**config.mk**
```make
export PLATFORM = sky130hd
export DESIGN_NAME = aes_cipher_iter
export DESIGN_NICKNAME = d
export VERILOG_FILES = /design/src/rtl/aes_pkg.sv /design/src/rtl/aes_round.sv /design/src/rtl/aes_cipher_iter.sv
export SDC_FILE = /design/constraint.sdc
export NUM_CORES = 2
export LEC_CHECK = 0
export CAP_MARGIN = 20
export CELL_PAD_IN_SITES_DETAIL_PLACEMENT = 0
export CELL_PAD_IN_SITES_GLOBAL_PLACEMENT = 1
export CORE_AREA = 2 2 652 654
export DETAILED_ROUTE_END_ITERATION = 7
export DIE_AREA = 0 0 654 656
export HOLD_SLACK_MARGIN = 0.06
export PLACE_DENSITY = 0.58
export SLEW_MARGIN = 10
export SYNTH_ARGS = -nofsm -noshare
export SYNTH_HDL_FRONTEND = slang
export SYNTH_SLANG_ARGS = --single-unit
```
**constraint.sdc**
```tcl
create_clock -name clk -period 5.7 [get_ports clk]
set_input_delay 1.14 -clock clk [delete_from_list [all_inputs] [get_ports clk]]
set_output_delay 1.14 -clock clk [all_outputs]
set_load 0.02 [all_outputs]
```
**src/rtl/aes_pkg.sv**
```systemverilog
`default_nettype none
//============================================================================
// Package : aes_pkg
// Shared AES constants: forward S-box, GF(2^8) helpers and cipher FSM states.
// Revision: 1.0
//============================================================================
package aes_pkg;

    localparam int Nb = 4;

    // Entry 0 sits in the most significant byte of the packed table.
    localparam logic [0:255][7:0] c_sbox_table = {
        128'h637c777bf26b6fc53001672bfed7ab76,
        128'hca82c97dfa5947f0add4a2af9ca472c0,
        128'hb7fd9326363ff7cc34a5e5f171d83115,
        128'h04c723c31896059a071280e2eb27b275,
        128'h09832c1a1b6e5aa0523bd6b329e32f84,
        128'h53d100ed20fcb15b6acbbe394a4c58cf,
        128'hd0efaafb434d338545f9027f503c9fa8,
        128'h51a3408f929d38f5bcb6da2110fff3d2,
        128'hcd0c13ec5f974417c4a77e3d645d1973,
        128'h60814fdc222a908846eeb814de5e0bdb,
        128'he0323a0a4906245cc2d3ac629195e479,
        128'he7c8376d8dd54ea96c56f4ea657aae08,
        128'hba78252e1ca6b4c6e8dd741f4bbd8b8a,
        128'h703eb5664803f60e613557b986c11d9e,
        128'he1f8981169d98e949b1e87e9ce5528df,
        128'h8ca1890dbfe6426841992d0fb054bb16
    };

    typedef enum logic [1:0] {
        IDLE = 2'd0,
        RUN  = 2'd1,
        DONE = 2'd2
    } aes_state_e;

    function automatic logic [7:0] sbox(input logic [7:0] b);
        return c_sbox_table[b];
    endfunction

    function automatic logic [7:0] xtime(input logic [7:0] b);
        return {b[6:0], 1'b0} ^ (b[7] ? 8'h1b : 8'h00);
    endfunction

    function automatic logic [7:0] gmul2(input logic [7:0] b);
        return xtime(b);
    endfunction

    function automatic logic [7:0] gmul3(input logic [7:0] b);
        return xtime(b) ^ b;
    endfunction

endpackage
`default_nettype wire

```
**src/rtl/aes_round.sv**
```systemverilog
`default_nettype none
//============================================================================
// Module : aes_round
// One combinational forward AES round: SubBytes, ShiftRows, MixColumns, ARK.
// Revision: 1.0
//============================================================================
module aes_round
    import aes_pkg::*;
(
    input  logic [127:0] st_in,
    input  logic [127:0] rk,
    input  logic         final_rnd,
    output logic [127:0] st_out
);

    // Byte n of the state is row n%4, column n/4; byte 0 is the MSB.
    logic [0:15][7:0] w_in;
    logic [0:15][7:0] w_sb;
    logic [0:15][7:0] w_sr;
    logic [0:15][7:0] w_mc;

    assign w_in = st_in;

    always_comb begin
        w_sb = '0;
        w_sr = '0;
        w_mc = '0;
        for (int n = 0; n < 16; n++) begin
            w_sb[n] = sbox(w_in[n]);
        end
        // Row r rotates left by r columns.
        for (int c = 0; c < Nb; c++) begin
            for (int r = 0; r < 4; r++) begin
                w_sr[4*c + r] = w_sb[4*((c + r) % Nb) + r];
            end
        end
        for (int c = 0; c < Nb; c++) begin
            w_mc[4*c + 0] = gmul2(w_sr[4*c]) ^ gmul3(w_sr[4*c + 1]) ^ w_sr[4*c + 2] ^ w_sr[4*c + 3];
            w_mc[4*c + 1] = w_sr[4*c] ^ gmul2(w_sr[4*c + 1]) ^ gmul3(w_sr[4*c + 2]) ^ w_sr[4*c + 3];
            w_mc[4*c + 2] = w_sr[4*c] ^ w_sr[4*c + 1] ^ gmul2(w_sr[4*c + 2]) ^ gmul3(w_sr[4*c + 3]);
            w_mc[4*c + 3] = gmul3(w_sr[4*c]) ^ w_sr[4*c + 1] ^ w_sr[4*c + 2] ^ gmul2(w_sr[4*c + 3]);
        end
    end

    assign st_out = (final_rnd ? w_sr : w_mc) ^ rk;

endmodule
`default_nettype wire

```
**src/rtl/aes_cipher_iter.sv**
```systemverilog
`default_nettype none
//============================================================================
// Module : aes_cipher_iter
// Iterative AES forward cipher, one round per clock, valid/ready handshakes.
// Revision: 1.0
//============================================================================
module aes_cipher_iter
    import aes_pkg::*;
#(
    parameter int Nk = 4,
    parameter int Nr = 10
) (
    input  logic               clk,
    input  logic               rst,
    input  logic               in_valid,
    output logic               in_ready,
    input  logic [127:0]       in,
    input  logic [0:Nr][127:0] k_sch,
    output logic               out_valid,
    input  logic               out_ready,
    output logic [127:0]       out
);

    if (Nr != Nk + 6) begin : g_bad_nr
        $error("aes_cipher_iter: Nr (%0d) must equal Nk+6 (%0d)", Nr, Nk + 6);
    end
    if (Nk != 4 && Nk != 6 && Nk != 8) begin : g_bad_nk
        $error("aes_cipher_iter: Nk (%0d) must be 4, 6 or 8", Nk);
    end

    localparam int                 c_rnd_w     = $clog2(Nr + 1);
    localparam logic [c_rnd_w-1:0] c_rnd_first = c_rnd_w'(1);
    localparam logic [c_rnd_w-1:0] c_rnd_last  = c_rnd_w'(Nr);

    aes_state_e         r_state;
    aes_state_e         w_state_nxt;
    logic [127:0]       r_st;
    logic [c_rnd_w-1:0] r_rnd;
    logic               r_out_valid;
    logic               w_load;
    logic               w_step;
    logic               w_final;
    logic [127:0]       w_rk;
    logic [127:0]       w_round_out;

    assign w_final = (r_rnd == c_rnd_last);

    always_comb begin
        w_rk = '0;
        if (r_rnd <= c_rnd_last) begin
            w_rk = k_sch[r_rnd];
        end
    end

    aes_round u_round (
        .st_in     (r_st),
        .rk        (w_rk),
        .final_rnd (w_final),
        .st_out    (w_round_out)
    );

    // In DONE the consumer's ready doubles as our ready so a new block can be
    // taken in the same cycle the finished one leaves.
    always_comb begin
        w_state_nxt = r_state;
        w_load      = 1'b0;
        w_step      = 1'b0;
        in_ready    = 1'b0;
        case (r_state)
            IDLE: begin
                in_ready = 1'b1;
                if (in_valid) begin
                    w_load      = 1'b1;
                    w_state_nxt = RUN;
                end
            end
            RUN: begin
                if (r_rnd == '0 || r_rnd > c_rnd_last) begin
                    w_state_nxt = IDLE;
                end else begin
                    w_step = 1'b1;
                    if (w_final) begin
                        w_state_nxt = DONE;
                    end
                end
            end
            DONE: begin
                in_ready = out_ready;
                if (out_ready) begin
                    if (in_valid) begin
                        w_load      = 1'b1;
                        w_state_nxt = RUN;
                    end else begin
                        w_state_nxt = IDLE;
                    end
                end
            end
            default: begin
                w_state_nxt = IDLE;
            end
        endcase
    end

    always_ff @(posedge clk) begin
        if (rst) begin
            r_state     <= IDLE;
            r_st        <= '0;
            r_rnd       <= '0;
            r_out_valid <= 1'b0;
        end else begin
            r_state     <= w_state_nxt;
            r_out_valid <= (w_state_nxt == DONE);
            if (w_load) begin
                r_st  <= in ^ k_sch[0];
                r_rnd <= c_rnd_first;
            end else if (w_step) begin
                r_st <= w_round_out;
                if (!w_final) begin
                    r_rnd <= r_rnd + 1'b1;
                end
            end
        end
    end

    assign out_valid = r_out_valid;
    assign out       = r_st;

endmodule
`default_nettype wire

```
==> reports/metrics.yaml <==
synthFlopType: "dfxtp_1"
final_nets: 14260
grt_pass1_vias: 100800
synth_cell_types: 125
cts.clk_slew.worst_paths_ps: 80
tns_ps: 0
numPortBuffers: 1669
mostFrequentLayoutCells: "clkdlybuf4s50_1, a21oi_1, o21ai_0"
clock-sinks: 135
crit_family: "compound AO/OA/AOI/OAI gates"
final_common_cell: "clkdlybuf4s50_1"
ys_top_cells_by_area: "mux4_2, a21oi_1, o21ai_0"
avgSynthCellArea_um2: 6.906
crit_required_ps: 6090
htree_levels: 4
finClkSkew_ps: 27.44
cp_cell_sequence: "buf_4 -> ha_1 -> nor2b_1 -> o311ai_0 -> o211a_1 -> a21oi_1 -> mux4_2 -> xnor2_1 -> xnor2_1 -> buf_12 -> xnor2_1 -> a221oi_1"
pwr-share-seq_pct: 5.2
grt_setup_unrepaired: "false"
yosys_warnings: 0
gr-total-overflow: 0
fin_crit_ps: 5348
yosysTopAreaCell: "mux4_2"
insertion_delay_ps: 560
hold_viol: 0
yosys.area.top_type_share_pct: 9.427
drv_slew: 0
power_density_nw_per_um2: 391.6
cts-root-buf: "clkbuf_16"
wl_per_cell_um: 43.60
power_uw: 40560
outcome: "complete, but fails checks"
place_area_um2: 102600
grt_pass1_wl_mm: 1026
cap_viol_max_count: 0
path_common_cell: "xnor2_1"
drive_above_1_share_pct: 11.92
power_frac_comb_pct: 91.6
final_util_pct: 24.53
dr.first_iter.drc_count: 17400
worst-path-buf-inv: 2
antenna_found_initial: 283
cp_slowest_cell: "xnor2_1"
endpoint_kind: "register"
clock.fmax_mhz: 187.0
grt_usage_pct: 35.22
row_count: 239
initial_utilization_pct: 18.62
die_h_um: 656
drtAntennaViolNets: 0
final_area_um2: 103600
wl_mm: 797.7
drt-pass1-iter-count: 8
post_cts_buffers: 0
dp_hpwl_mm: 655.6
clockBufferDepth: 2
syn_nets: 13150
syn-cell-area_um2: 78600
tritoncts: "done"
final-setup-viol-count: 0
drc: 1
ioPinCount: 1670
synth_edf_count: 0
worstPathArrival_ps: 5740
post_cts_resize_count: 0
cts_buffers: 17
grt_max_degree: 135
fin_crit_sh_pct: 93.83
p_leak_uw: 0.03452
cp_max_fo: 18
path_class: "reg -> reg"
ir_drop_v: 0.0002518
tightest_slew_ps: 1382
synthCells: 11380
core_area_um2: 422200
p_switching_uw: 24910
area_delta_synth_final_pct: 31.77
internal_power_uw: 15650
slowest_delay_ps: 760
synth_seq_area_share_pct: 3.438
num_vias: 109700
worstSetupStartpointType: "register"
finalWeightedCongestion: 1.052
ys_ff_latch: 135
die_w_um: 654
switching_share_pct: 61.41
async_reset_ff_share_pct: 0
hold_class: "reg -> reg"
ctsHoldBuffers: 0
via_per_inst: 5.994
die-area_um2: 429000
violations: "DRC"
relSlewSlack_pct: 7.891
p_clk_share_pct: 3.1
[kinds of logic after synthesis]
group / after synthesis / synth area share [%]
xor+xnor: 824 / 9.538
simple gates: 3414 / 21.08
fa+ha+maj: 240 / 3.795
flops: 135 / 3.438
compound gates: 4442 / 37.67
buf+inv: 1522 / 8.940
mux: 805 / 15.54
[metrics by stage]
step | setup WS [ps] | hold WS (ps) | std cells
finish | 351.6 | 555.7 | 18300
global route | 461.6 | 632.4 | 18250
CTS | 625.5 | 540.5 | 18150
detailed placement | 651.8 | 530.1 | 18120
global placement | 183.1 | 535.8 | 18110
floorplan | 1346 | 496.6 | 11380
[worst min-delay path, cell delays in order, from the launching register on]
cell	delay [ps]
dfxtp_1	330
nand2b_1	110
a21oi_1	70
[synthesized netlist by cell type (154+ instances only)]
master,number
o211ai_1,197
nand2b_1,329
o311ai_0,154
ha_1,232
a21oi_1,1114
buf_2,438
mux2i_1,450
xor2_1,264
a31oi_1,242
nor3_1,344
nand2_1,883
nand3_1,327
xnor2_1,535
o21ai_0,969
nor2_1,784
a221oi_1,214
nor2b_1,236
clkbuf_1,648
mux4_2,329
a211oi_1,228
[registers in the layout, summed over array words and instances, names as in the netlist]
name	flops
out	128
r_state	2
r_rnd	4
out_valid	1
[layout make-up]
class / count / area [um2]
Fill cell: 47740 / 318700
Multi-Input combinational cell: 9725 / 69110
Timing Repair Buffer: 2442 / 22980
Tap cell: 5663 / 7086
Sequential cell: 135 / 2869
Inverter: 162 / 610.6
Clock buffer: 21 / 471.7
Antenna cell: 136 / 340.3
Clock inverter: 11 / 97.59
[power groups by stage]
stage	Sequential, uW	Clock [uW]	Combinational [uW]
after floorplan	1510	0	21900
after global placement	2130	0	36400
after detailed placement	2100	0	35800
after CTS	2080	1280	36000
after global routing	2140	1300	38300
final	2120	1280	37200
[per-layer routing]
layer | share of wire (%) | track usage [%]
met5 | 0.12 | 0
met4 | 8.5 | 24.52
met3 | 11 | 11.82
met2 | 41 | 51.48
met1 | 39 | 43.17
[path summary, 6_finish.rpt]
| path | from | depth (start not counted) | end | slack, ps |
|---|---|---|---|---|
| setup / recovery | out[9] | 12 | out[89] | 350 |
| hold / removal | r_state[1] | 2 | r_state[1] | 560 |
| setup reg to reg | out[9] | 12 | out[89] | 350 |
| hold reg to reg | r_state[1] | 2 | r_state[1] | 560 |
Power figures use the tool's default switching activity.
